### config.mk
export PLATFORM = sky130hd
export DESIGN_NAME = raifes_hasti_bram_bridge_flat
export DESIGN_NICKNAME = d
export VERILOG_FILES = /design/src/rtl/raifes_hasti_bram_bridge_pkg.sv /design/src/rtl/raifes_hasti_bram_bridge_if.sv /design/src/rtl/raifes_hasti_bram_bridge_wmask.sv /design/src/rtl/raifes_hasti_bram_bridge.sv /design/src/flat_wrapper.sv
export SDC_FILE = /design/constraint.sdc
export NUM_CORES = 1
export LEC_CHECK = 0
export BUFFER_PORTS_ARGS = -buffer_cell sky130_fd_sc_hd__buf_2
export CAP_MARGIN = 40
export CORE_MARGIN = 4
export CORE_UTILIZATION = 37
export CTS_CLUSTER_SIZE = 28
export DETAILED_ROUTE_END_ITERATION = 6
export PLACE_DENSITY = 0.82
export SLEW_MARGIN = 20
export SYNTH_ARGS = -nofsm -noshare
export SYNTH_HDL_FRONTEND = slang
export SYNTH_HIERARCHICAL = 1
export SYNTH_SLANG_ARGS = --single-unit
### constraint.sdc
create_clock -name clk_i -period 2.5 [get_ports clk_i]
set_clock_uncertainty 0.2 [all_clocks]
set_input_delay 0.375 -clock clk_i [delete_from_list [all_inputs] [get_ports clk_i]]
set_output_delay 0.375 -clock clk_i [all_outputs]
set_load 0.005 [all_outputs]
### src/rtl/raifes_hasti_bram_bridge_pkg.sv
// Shared HASTI bus constants and the RAMB36 port address helper used by the
// HASTI-to-BRAM bridge and by any future HASTI slaves.
package raifes_hasti_bram_bridge_pkg;

    localparam logic [1:0] HASTI_TRANS_IDLE   = 2'b00;
    localparam logic [1:0] HASTI_TRANS_BUSY   = 2'b01;
    localparam logic [1:0] HASTI_TRANS_NONSEQ = 2'b10;
    localparam logic [1:0] HASTI_TRANS_SEQ    = 2'b11;

    localparam logic [2:0] HASTI_SIZE_BYTE = 3'd0;
    localparam logic [2:0] HASTI_SIZE_HALF = 3'd1;
    localparam logic [2:0] HASTI_SIZE_WORD = 3'd2;

    localparam logic HASTI_RESP_OKAY  = 1'b0;
    localparam logic HASTI_RESP_ERROR = 1'b1;

    // RAMB36 ports take the word index left-justified above the bit-select field
    localparam int RAMB_ADDR_SHIFT = 5;

    function automatic logic [31:0] ramb_addr(input logic [31:0] word);
        return word << RAMB_ADDR_SHIFT;
    endfunction

endpackage

### src/rtl/raifes_hasti_bram_bridge_if.sv
// HASTI (AHB-Lite) slave-side bus bundle; hready_in is the bus-wide HREADY.
interface raifes_hasti_bram_bridge_if;

    logic        hsel;
    logic [31:0] haddr;
    logic        hwrite;
    logic [2:0]  hsize;
    logic [1:0]  htrans;
    logic        hready_in;
    logic [31:0] hwdata;
    logic [31:0] hrdata;
    logic        hready;
    logic        hresp;

    modport master (
        output hsel, haddr, hwrite, hsize, htrans, hready_in, hwdata,
        input  hrdata, hready, hresp
    );

    modport slave (
        input  hsel, haddr, hwrite, hsize, htrans, hready_in, hwdata,
        output hrdata, hready, hresp
    );

endinterface

### src/rtl/raifes_hasti_bram_bridge_wmask.sv
// Byte-lane mask for a HASTI transfer, flagging misaligned or oversized sizes.
module raifes_hasti_wmask
    import raifes_hasti_bram_bridge_pkg::*;
(
    input  logic [2:0] hsize_i,
    input  logic [1:0] addr_lo_i,
    output logic [3:0] mask_o,
    output logic       err_o
);

    always_comb begin
        mask_o = 4'b0000;
        err_o  = 1'b0;
        case (hsize_i)
            HASTI_SIZE_BYTE: mask_o = 4'b0001 << addr_lo_i;
            HASTI_SIZE_HALF: begin
                mask_o = 4'b0011 << {addr_lo_i[1], 1'b0};
                err_o  = addr_lo_i[0];
            end
            HASTI_SIZE_WORD: begin
                mask_o = 4'b1111;
                err_o  = |addr_lo_i;
            end
            default: err_o = 1'b1;
        endcase
        // An errored transfer must never carry lane enables downstream
        if (err_o) begin
            mask_o = 4'b0000;
        end
    end

endmodule

### src/rtl/raifes_hasti_bram_bridge.sv
// HASTI slave driving one single-port RAMB36 port: zero wait states except a
// single stall for a read that directly follows a write, two-cycle ERROR.
module raifes_hasti_bram_bridge
    import raifes_hasti_bram_bridge_pkg::*;
#(
    parameter int ADDR_WIDTH = 16
) (
    input  logic                       clk_i,
    input  logic                       rst_i,
    raifes_hasti_bram_bridge_if.slave  bus,
    output logic                       ram_en_o,
    output logic [3:0]                 ram_we_o,
    output logic [31:0]                ram_addr_o,
    output logic [31:0]                ram_di_o,
    input  logic [31:0]                ram_do_i
);

    typedef enum logic [2:0] {
        ST_IDLE,
        ST_WR,
        ST_RD,
        ST_RD_PEND,
        ST_ERR1,
        ST_ERR2
    } state_e;

    state_e                  state_q, state_d;
    logic [ADDR_WIDTH-1:0]   addr_q, addr_d;
    logic [3:0]              mask_q, mask_d;
    logic                    hready_q, hready_d;
    logic                    hresp_q, hresp_d;

    logic [3:0]              size_mask;
    logic                    size_err;
    logic                    accept;
    logic                    take;
    logic [ADDR_WIDTH-1:0]   bus_word;

    logic                    unused_bus_bits;
    assign unused_bus_bits = &{1'b0, bus.haddr[31:ADDR_WIDTH+2], bus.htrans[0]};

    raifes_hasti_wmask u_wmask (
        .hsize_i   (bus.hsize),
        .addr_lo_i (bus.haddr[1:0]),
        .mask_o    (size_mask),
        .err_o     (size_err)
    );

    assign bus_word = bus.haddr[ADDR_WIDTH+1:2];
    assign accept   = bus.hsel & bus.hready_in & bus.htrans[1];
    // Stall states ignore the bus; only a completing data phase can take a new one
    assign take     = accept & hready_q;

    always_comb begin
        state_d = state_q;
        addr_d  = addr_q;
        mask_d  = mask_q;
        case (state_q)
            ST_ERR1:    state_d = ST_ERR2;
            ST_RD_PEND: state_d = ST_RD;
            default: begin
                if (!take) begin
                    state_d = ST_IDLE;
                end else if (size_err) begin
                    state_d = ST_ERR1;
                end else if (bus.hwrite) begin
                    state_d = ST_WR;
                end else if (state_q == ST_WR) begin
                    state_d = ST_RD_PEND;
                end else begin
                    state_d = ST_RD;
                end
                if (take && !size_err) begin
                    addr_d = bus_word;
                    mask_d = size_mask;
                end
            end
        endcase
        hready_d = !((state_d == ST_ERR1) || (state_d == ST_RD_PEND));
        hresp_d  = (state_d == ST_ERR1) || (state_d == ST_ERR2);
    end

    always_ff @(posedge clk_i or posedge rst_i) begin
        if (rst_i) begin
            state_q  <= ST_IDLE;
            addr_q   <= '0;
            mask_q   <= 4'b0000;
            hready_q <= 1'b1;
            hresp_q  <= HASTI_RESP_OKAY;
        end else begin
            state_q  <= state_d;
            addr_q   <= addr_d;
            mask_q   <= mask_d;
            hready_q <= hready_d;
            hresp_q  <= hresp_d;
        end
    end

    // The port is owned by a write data phase first, then a deferred read,
    // and only otherwise by a read issued straight from the address phase.
    always_comb begin
        ram_en_o   = 1'b0;
        ram_we_o   = 4'b0000;
        ram_addr_o = 32'd0;
        ram_di_o   = 32'd0;
        if (!rst_i) begin
            if (state_q == ST_WR) begin
                ram_en_o   = 1'b1;
                ram_we_o   = mask_q;
                ram_addr_o = ramb_addr(32'(addr_q));
                ram_di_o   = bus.hwdata;
            end else if (state_q == ST_RD_PEND) begin
                ram_en_o   = 1'b1;
                ram_addr_o = ramb_addr(32'(addr_q));
            end else if (take && !bus.hwrite && !size_err) begin
                ram_en_o   = 1'b1;
                ram_addr_o = ramb_addr(32'(bus_word));
            end
        end
    end

    assign bus.hrdata = ram_do_i;
    assign bus.hready = hready_q;
    assign bus.hresp  = hresp_q;

endmodule

### src/flat_wrapper.sv
// flat-port wrapper written by rule: the top's interface ports become plain ports
module raifes_hasti_bram_bridge_flat import raifes_hasti_bram_bridge_pkg::*;
#(
    parameter int ADDR_WIDTH = 16
)
  (clk_i, rst_i, ram_en_o, ram_we_o, ram_addr_o, ram_di_o, ram_do_i, bus_hsel, bus_haddr, bus_hwrite, bus_hsize, bus_htrans, bus_hready_in, bus_hwdata, bus_hrdata, bus_hready, bus_hresp);
  raifes_hasti_bram_bridge_if bus_i ();
  input  logic clk_i;
  input  logic rst_i;
  output logic ram_en_o;
  output logic [3:0] ram_we_o;
  output logic [31:0] ram_addr_o;
  output logic [31:0] ram_di_o;
  input  logic [31:0] ram_do_i;
  input wire logic [$bits(bus_i.hsel)-1:0] bus_hsel;
  input wire logic [$bits(bus_i.haddr)-1:0] bus_haddr;
  input wire logic [$bits(bus_i.hwrite)-1:0] bus_hwrite;
  input wire logic [$bits(bus_i.hsize)-1:0] bus_hsize;
  input wire logic [$bits(bus_i.htrans)-1:0] bus_htrans;
  input wire logic [$bits(bus_i.hready_in)-1:0] bus_hready_in;
  input wire logic [$bits(bus_i.hwdata)-1:0] bus_hwdata;
  output wire logic [$bits(bus_i.hrdata)-1:0] bus_hrdata;
  output wire logic [$bits(bus_i.hready)-1:0] bus_hready;
  output wire logic [$bits(bus_i.hresp)-1:0] bus_hresp;
  assign bus_i.hsel = bus_hsel;
  assign bus_i.haddr = bus_haddr;
  assign bus_i.hwrite = bus_hwrite;
  assign bus_i.hsize = bus_hsize;
  assign bus_i.htrans = bus_htrans;
  assign bus_i.hready_in = bus_hready_in;
  assign bus_i.hwdata = bus_hwdata;
  assign bus_hrdata = bus_i.hrdata;
  assign bus_hready = bus_i.hready;
  assign bus_hresp = bus_i.hresp;
  raifes_hasti_bram_bridge #(.ADDR_WIDTH(ADDR_WIDTH)) u_core (.clk_i(clk_i), .rst_i(rst_i), .bus(bus_i), .ram_en_o(ram_en_o), .ram_we_o(ram_we_o), .ram_addr_o(ram_addr_o), .ram_di_o(ram_di_o), .ram_do_i(ram_do_i));
endmodule
==> impl_metrics.toml, run 1 <==
[timing]
tightest_slew_ns = 0.566
slew_headroom = 0.622
rsz0062_at_grt = "no"
hold_viol_final = 0
period_share = 0.934
clock.fmax_ghz = 0.428
setup_tns_ns = 0
slew_viol_final = 0
setup_violations = 0
fin_crit_ns = 2.34

[yosys]
ys_seq_elements = 25
synth_cells = 239
synth_cell_types = 36
async_reset_ff_frac = 1.00
avgSynthCellArea_um2 = 9.04
synth_warnings = 6
synth_edf_count = 0
synth-main-ff-cell = "dfrtp_1"
synth_seq_area_share = 0.290
syn_area_um2 = 2160

[critical_path]
startpoint_type = "input pin"
path_cells = "buf_2 -> o21a_1 -> o22ai_1 -> nand2b_1 -> nor2_1 -> buf_6 -> nand4_1 -> a21oi_1 -> buf_2"
crit_top_cell = "buf_2"
arrival_ns = 1.76
slowest_stage = "buf_6"
crit_path_max_fanout = 18
crit_type = "in -> out"
end_kind = "output pin"
reg2reg_depth = 4
critPathRequiredTime_ns = 1.92
slowest_delay_ns = 0.20

[placed_design]
placement.io_buffers = 113
gp_congestion = 0.694
dp_hpwl_mm = 4.23

[clocking]
cts_hold_buf = 0
cts_buffers = 3
tritoncts = "yes"
clkLatencyLatePin_ns = 0.27
cts_root_buffer = "clkbuf_8"
clock-sinks = 25
htree_levels = 1
cts.clk_slew.worst_paths_ns = 0.09
cts_buffer_depth = 2

[grt]
track_usage = 0.144
grt_start_max_net_pins = 26
grt_pass1_wl_mm = 8.60
grt_pass1_vias = 1826
grt-ovfl-total = 0
antenna_found_initial = 0

[status]
status = "finished, final reports clean"

[finish]
syn2layout_area_growth_pct = 17.8
final.fill_count = 561
layout_common_cells = "113 x buf_2, 36 x and2_1, 24 x dfrtp_1"
nNetsFinal = 423
drive_above_1_share = 0.487
final_common_cell = "buf_2"
final_util = 0.457
n_antenna_cell = 0

[route]
routed_wl_mm = 5.67
vias = 1930
antenna_left = 0
first_pass_iters = 4
route.detailed.drc = 0
routedWlPerCell_um = 14.6
drt_iter0_markers = 105
detail_route.vias_per_cell = 4.97

[die]
die_w_um = 84.4
io_pins = 209
design.die.area_um2 = 7130
core-area_um2 = 5570
die_y_um = 84.4
start_util = 0.388
rows = 27

[flow_run]
maxCapViolations = 0

[min_path]
hold_class = "in -> async"

[pwr]
irDropWorstVdd_uv = 322
power.density_nw_per_um2 = 647
power_mw = 1.65
leakagePower_nw = 1.33
flip-flops by register name (all words and copies together) (netlist names):
register,count
u_core/addr_q,16
u_core/mask_q,4
u_core/bus.hresp,1
u_core/bus.hready,1
u_core/state_q,3
per-stage QoR:
| stage | area (um^2) | hold WS (ns) | instances | setup WS, ns |
|---|---|---|---|---|
| 2_1_floorplan | 2220 | 0.273 | 254 | 0.0873 |
| 6_report | 2540 | 0.104 | 388 | 0.164 |
| 3_3_place_gp | 2480 | 0.291 | 382 | 0.118 |
| 3_5_place_dp | 2480 | 0.292 | 382 | 0.0963 |
| 4_1_cts | 2530 | 0.116 | 386 | 0.0903 |
| 5_1_grt | 2540 | 0.127 | 388 | 0.00619 |
what timing repair did:
action / in CTS / in global routing
gates resized for setup: 0 / 1
setup buffers: 0 / 2
endpoints found under the setup margin: 0 / 16
routing by layer:
metal	track usage	up-vias	wire, um
li1	-	907	-
met1	0.170	893	2240
met4	0.0547	0	79
met2	0.245	114	2720
met5	0	-	0
met3	0.0442	16	628
critical path, delay by kind of cell:
kind,cells,cell delay [ns]
AND/OR/NAND/NOR,3,0.42
buffers and inverters,3,0.48
AO/OA/AOI/OAI,3,0.49
cell type report:
| class | count | area (um^2) | share of cell area |
|---|---|---|---|
| clock inverters | 1 | 7.51 | 0.00295 |
| multi-input cells | 161 | 1120 | 0.441 |
| repair buffers | 123 | 644 | 0.253 |
| well taps | 72 | 90.1 | 0.0354 |
| flip-flops and latches | 25 | 627 | 0.246 |
| clock buffers | 3 | 41.3 | 0.0162 |
| inverters | 3 | 11.3 | 0.00442 |
power by group:
part | internal (mW) | switching, mW
Sequential | 0.557 | 0.103
Combinational | 0.400 | 0.337
Clock | 0.113 | 0.137
Total | 1.07 | 0.577
logic make-up (layout without fill, tap and decap cells):
logic type,count (synthesis),after routing,synth area share
DFF,25,25,0.290
xor gates and xnor gates,1,1,0.00405
AOI/OAI and AO/OA,36,36,0.104
buffers and inverters,68,130,0.216
other,1,16,0.00174
and+or+nand+nor,88,88,0.245
muxes,20,20,0.139
cells in the mapped netlist, types with 4 or more instances:
cell type | instances | area [um^2]
buf_4 | 49 | 368
and2_1 | 36 | 225
dfrtp_1 | 24 | 601
a21oi_1 | 22 | 110
mux2_4 | 20 | 300
nand4_1 | 18 | 113
nand2_1 | 17 | 63.8
clkbuf_1 | 7 | 26.3
buf_2 | 4 | 20.0
o21ai_0 | 4 | 20.0
worst paths after layout:
kind | startpoint | to | slack [ns]
setup / recovery | bus_haddr[0] | ram_addr_o[18] | 0.16
setup reg to reg | u_core/state_q[0] | u_core/addr_q[2] | 0.46
min in group clk_i | bus_haddr[7] | u_core/addr_q[5] | 0.14
max in group asynchronous | rst_i | u_core/bus.hready | 1.35
hold reg to reg | u_core/addr_q[4] | u_core/addr_q[4] | 0.32
hold / removal | rst_i | u_core/addr_q[11] | 0.10
Power figures use the tool's default switching activity.
==> run 2: changes to the inputs <==
--- a/config.mk
+++ b/config.mk
@@ -7,9 +7,10 @@
 export LEC_CHECK = 0
 export BUFFER_PORTS_ARGS = -buffer_cell sky130_fd_sc_hd__buf_2
 export CAP_MARGIN = 40
+export CORE_ASPECT_RATIO = 2
 export CORE_MARGIN = 4
 export CORE_UTILIZATION = 37
-export CTS_CLUSTER_SIZE = 28
+export CTS_CLUSTER_SIZE = 20
 export DETAILED_ROUTE_END_ITERATION = 6
 export PLACE_DENSITY = 0.82
 export SLEW_MARGIN = 20
==> run 2 against run 1 <==
Against the previous run: clock power is 44% higher; first-iteration DRC count shrank 31%; highest routed layer unchanged; sequential cell count is the same.
==> impl_metrics.toml, run 2 (synthesis results as in run 1) <==
[route]
routedWlPerCell_um = 15.4
route.detailed.drc = 0
vias = 1913
antenna_left = 0
first_pass_iters = 4
routed_wl_mm = 5.77
drt_iter0_markers = 72
detail_route.vias_per_cell = 5.10

[critical_path]
path_cells = "buf_2 -> o21a_1 -> o22ai_1 -> nand2b_1 -> nor2_1 -> buf_12 -> nand4_1 -> a21oi_1 -> buf_2"
arrival_ns = 1.75
critPathRequiredTime_ns = 1.92
cp_num_buf_inv = 3
cp_top_family = "compound AO/OA/AOI/OAI gates"
startpoint_type = "input pin"
crit_top_cell = "buf_2"
slowest_stage = "o21a_1"
slowest_delay_ns = 0.20
crit_path_max_fanout = 18
end_kind = "output pin"
crit_type = "in -> out"

[clocking]
htree_levels = 1
cts_root_buffer = "clkbuf_16"
cts_buffers = 3
clock-sinks = 25
cts.clk_slew.worst_paths_ns = 0.07
postCtsSetupBuffers = 0
cts_hold_buf = 0
cts_resized = 0
clkLatencyLatePin_ns = 0.26
tritoncts = "yes"
cts_buffer_depth = 2

[finish]
layout_common_cells = "113 x buf_2, 36 x and2_1, 24 x dfrtp_1"
drive_above_1_share = 0.484
finalNonFillerCells = 375
top_register = "u_core/addr_q"
nNetsFinal = 421
n_antenna_cell = 0
largest_reg_flops = 16
reg_top3 = "u_core/addr_q x16, u_core/mask_q x4, u_core/state_q x3"
syn2layout_area_growth_pct = 19.0
final_common_cell = "buf_2"

[grt]
grt-ovfl-total = 0
track_usage = 0.155
grt_start_max_net_pins = 37
antenna_found_initial = 0
grt_pass1_vias = 1835
grt_pass1_wl_mm = 8.45

[die]
die_w_um = 62.0
die_y_um = 116
core-area_um2 = 5710
start_util = 0.378
io_pins = 209
design.die.area_um2 = 7200
rows = 39

[timing]
setup_violations = 0
setup_tns_ns = 0
clock.fmax_ghz = 0.430
slew_viol_final = 0
rsz0062_at_grt = "no"
period_share = 0.931
slew_headroom = 0.622
hold_viol_final = 0
tightest_slew_ns = 0.566
fin_crit_ns = 2.33
holdWs_ns = 0.142

[placed_design]
placedCellCount = 371
dp_hpwl_mm = 4.47
placement.io_buffers = 113
gp_congestion = 0.743

[pwr]
leakagePower_nw = 1.34
power.density_nw_per_um2 = 678
irDropWorstVdd_uv = 404

[status]
status = "finished, final reports clean"

[flow_run]
maxCapViolations = 0

[min_path]
hold_class = "in -> async"
## run 2: power by group
group / total (mW) / internal [mW] / switching (mW) / leakage, nW
clock: 0.360 / 0.217 / 0.143 / 0.0371
sequential: 0.658 / 0.558 / 0.100 / 0.317
combinational: 0.724 / 0.397 / 0.327 / 0.990
## run 2: routing by layer
layer | vias up | share of wire | GRT usage
li1 | 904 | - | -
met2 | 106 | 0.53 | 0.298
met4 | 0 | 0.041 | 0.0836
met3 | 32 | 0.11 | 0.0178
met1 | 871 | 0.31 | 0.146
met5 | - | 0 | 0
## run 2: worst reg2reg max path, stage by stage (launching register included)
cell and delay, ns:
dfrtp_1 0.44, nor2b_4 0.24, a2111oi_4 0.47, buf_12 0.23
mux2_4 0.33
## run 2: final cells by class
| cell class | instances | area [um^2] |
|---|---|---|
| clock buffer | 3 | 75.1 |
| clock inverter | 1 | 7.51 |
| fill | 563 | 3140 |
| inverter | 3 | 11.3 |
| multi-input combinational | 161 | 1120 |
| sequential | 25 | 627 |
| tap | 61 | 76.3 |
| timing repair buffer | 121 | 651 |
## run 2: through the flow
step / cell area (um^2) / setup slack (ns) / power (mW) / util
after detailed placement: 2490 / 0.155 / 1.39 / 0.436
after CTS: 2570 / 0.174 / 1.77 / 0.450
after global routing: 2570 / 0.0604 / 1.87 / 0.450
final: 2570 / 0.172 / 1.74 / 0.450
after floorplan: 2220 / 0.0873 / 1.20 / -
after global placement: 2490 / 0.186 / 1.37 / 0.436
## run 2: final timing paths
check	depth (start not counted)	slack (ns)	end	start
setup / recovery	9	0.17	ram_addr_o[20]	bus_haddr[0]
setup reg to reg	4	0.48	u_core/addr_q[6]	u_core/state_q[0]
min in group clk_i	2	0.16	u_core/addr_q[10]	bus_haddr[12]
hold / removal	3	0.14	u_core/addr_q[11]	rst_i
max in group asynchronous	3	1.66	u_core/bus.hready	rst_i
hold reg to reg	1	0.30	u_core/mask_q[1]	u_core/mask_q[1]
==> run 3: changes to the inputs <==
--- a/config.mk
+++ b/config.mk
@@ -7,12 +7,11 @@
 export LEC_CHECK = 0
 export BUFFER_PORTS_ARGS = -buffer_cell sky130_fd_sc_hd__buf_2
 export CAP_MARGIN = 40
-export CORE_ASPECT_RATIO = 2
-export CORE_MARGIN = 4
-export CORE_UTILIZATION = 37
+export CORE_AREA = 2 2 80 82
 export CTS_CLUSTER_SIZE = 20
 export DETAILED_ROUTE_END_ITERATION = 6
-export PLACE_DENSITY = 0.82
+export DIE_AREA = 0 0 82 84
+export PLACE_DENSITY = 0.8
 export SLEW_MARGIN = 20
 export SYNTH_ARGS = -nofsm -noshare
 export SYNTH_HDL_FRONTEND = slang
==> run 3 against run 2 <==
Against the previous run: final area is 0.92% lower; critical path depth is the same; sequential power is 0.9% higher; via count is 0.47% higher; worst hold slack better by 0.0059 ns; global-route usage decreased by 0.59 points; non-clock buffer count increased by 2; largest cell class unchanged.
==> impl_metrics.toml, run 3 (synthesis results as in run 1) <==
[critical_path]
end_kind = "output pin"
startpoint_type = "input pin"
critPathLaunch = "bus_haddr[0]"
crit_type = "in -> out"
crit_path_max_fanout = 18
critPathRequiredTime_ns = 1.92
arrival_ns = 1.77
r2r_start = "u_core/state_q[0]"

[clocking]
cts_buffers = 3
cts.clk_slew.worst_paths_ns = 0.09
cts_resized = 0
clock-sinks = 25
cts_buffer_depth = 2
tritoncts = "yes"
clkLatencyLatePin_ns = 0.27
cts_root_buffer = "clkbuf_8"
htree_levels = 1

[flow_run]
maxCapViolations = 0

[grt]
use_met1 = 0.179
grt_pass1_vias = 1784
top_usage_layer = "met2"
grt_pass1_wl_mm = 8.22
track_usage = 0.149
antenna_found_initial = 0
gr-usage-met2 = 0.262
grt-ovfl-total = 0
met3_usage = 0.0390
grt_start_max_net_pins = 37

[placed_design]
gp_congestion = 0.776
placement.io_buffers = 113
preCtsSetupSlack_ns = 0.0769
dp_hpwl_mm = 4.15

[route]
drt_iter0_markers = 128
detail_route.vias_per_cell = 4.89
routedWlPerCell_um = 13.8
first_pass_iters = 4
vias = 1922
routed_wl_mm = 5.44
antenna_left = 0
route.detailed.drc = 0

[timing]
setup_violations = 0
clock.fmax_ghz = 0.426
setup_tns_ns = 0
slew_headroom = 0.563
fin_crit_ns = 2.35
hold_viol_final = 0
period_share = 0.938
holdWs_ns = 0.148
tightest_slew_ns = 0.655
slew_viol_final = 0
rsz0062_at_grt = "no"
finalWorstSetupSlack_ns = 0.155

[finish]
n_antenna_cell = 0
drive_above_1_share = 0.487
syn2layout_area_growth_pct = 17.9
largest_reg_flops = 16
reg_top3 = "u_core/addr_q x16, u_core/mask_q x4, u_core/state_q x3"
final_common_cell = "buf_2"
nNetsFinal = 423
top_register = "u_core/addr_q"
layout_common_cells = "113 x buf_2, 36 x and2_1, 24 x dfrtp_1"

[die]
die_w_um = 82
core-area_um2 = 6100
design.die.area_um2 = 6890
rows = 29
io_pins = 209
die_y_um = 84
start_util = 0.354

[status]
status = "finished, final reports clean"

[pwr]
power.density_nw_per_um2 = 647
irDropWorstVdd_uv = 266
leakagePower_nw = 1.33

[min_path]
worstHoldStart = "bus_haddr[3]"
hold_class = "in -> reg"
-- run 3: final cells by class --
class | instances | area, um^2
tap | 77 | 96.3
inverter | 3 | 11.3
multi-input combinational | 161 | 1120
timing repair buffer | 123 | 641
fill | 605 | 3550
clock inverter | 1 | 7.51
sequential | 25 | 627
clock buffer | 3 | 41.3
-- run 3: stage by stage --
| step | power, mW | utilization | area [um^2] | cells |
|---|---|---|---|---|
| final | 1.65 | 0.418 | 2550 | 393 |
| after detailed placement | 1.40 | 0.409 | 2490 | 388 |
| after floorplan | 1.20 | - | 2220 | 254 |
| after global placement | 1.37 | 0.409 | 2490 | 388 |
| after global routing | 1.78 | 0.418 | 2550 | 393 |
| after CTS | 1.66 | 0.417 | 2540 | 392 |
-- run 3: report_power, final --
group          internal, mW  total, mW  switching [mW]
clock                 0.113      0.243           0.130
sequential            0.557      0.664           0.107
combinational         0.403      0.741           0.338
-- run 3: repair_timing --
action	4_1_cts	5_1_grt
hold endpoints to repair	0	0
hold buffers	0	0
setup buffers	0	1
setup endpoints to repair	0	7
-- run 3: path summary, 6_finish.rpt --
check,end,slack [ns],cells after the start
setup / recovery,ram_addr_o[12],0.15,9
hold / removal,u_core/addr_q[1],0.15,2
setup reg to reg,u_core/addr_q[8],0.40,4
hold reg to reg,u_core/addr_q[10],0.32,1
max in group asynchronous,u_core/mask_q[3],1.38,3
min in group asynchronous,u_core/addr_q[7],0.16,2
-- run 3: critical path: stages --
cell      delay [ns]
buf_2           0.14
o21a_1          0.19
o22ai_1         0.12
nand2b_1        0.15
nor2_1          0.12
buf_4           0.24
nand4_1         0.12
a21oi_1         0.18
buf_2           0.14
-- run 3: per-layer routing --
metal,vias up,wire [um],part of all wire
li1,910,-,-
met1,902,2160,0.40
met2,106,2670,0.49
met3,4,589,0.11
met4,0,21,0.0039
met5,-,0,0
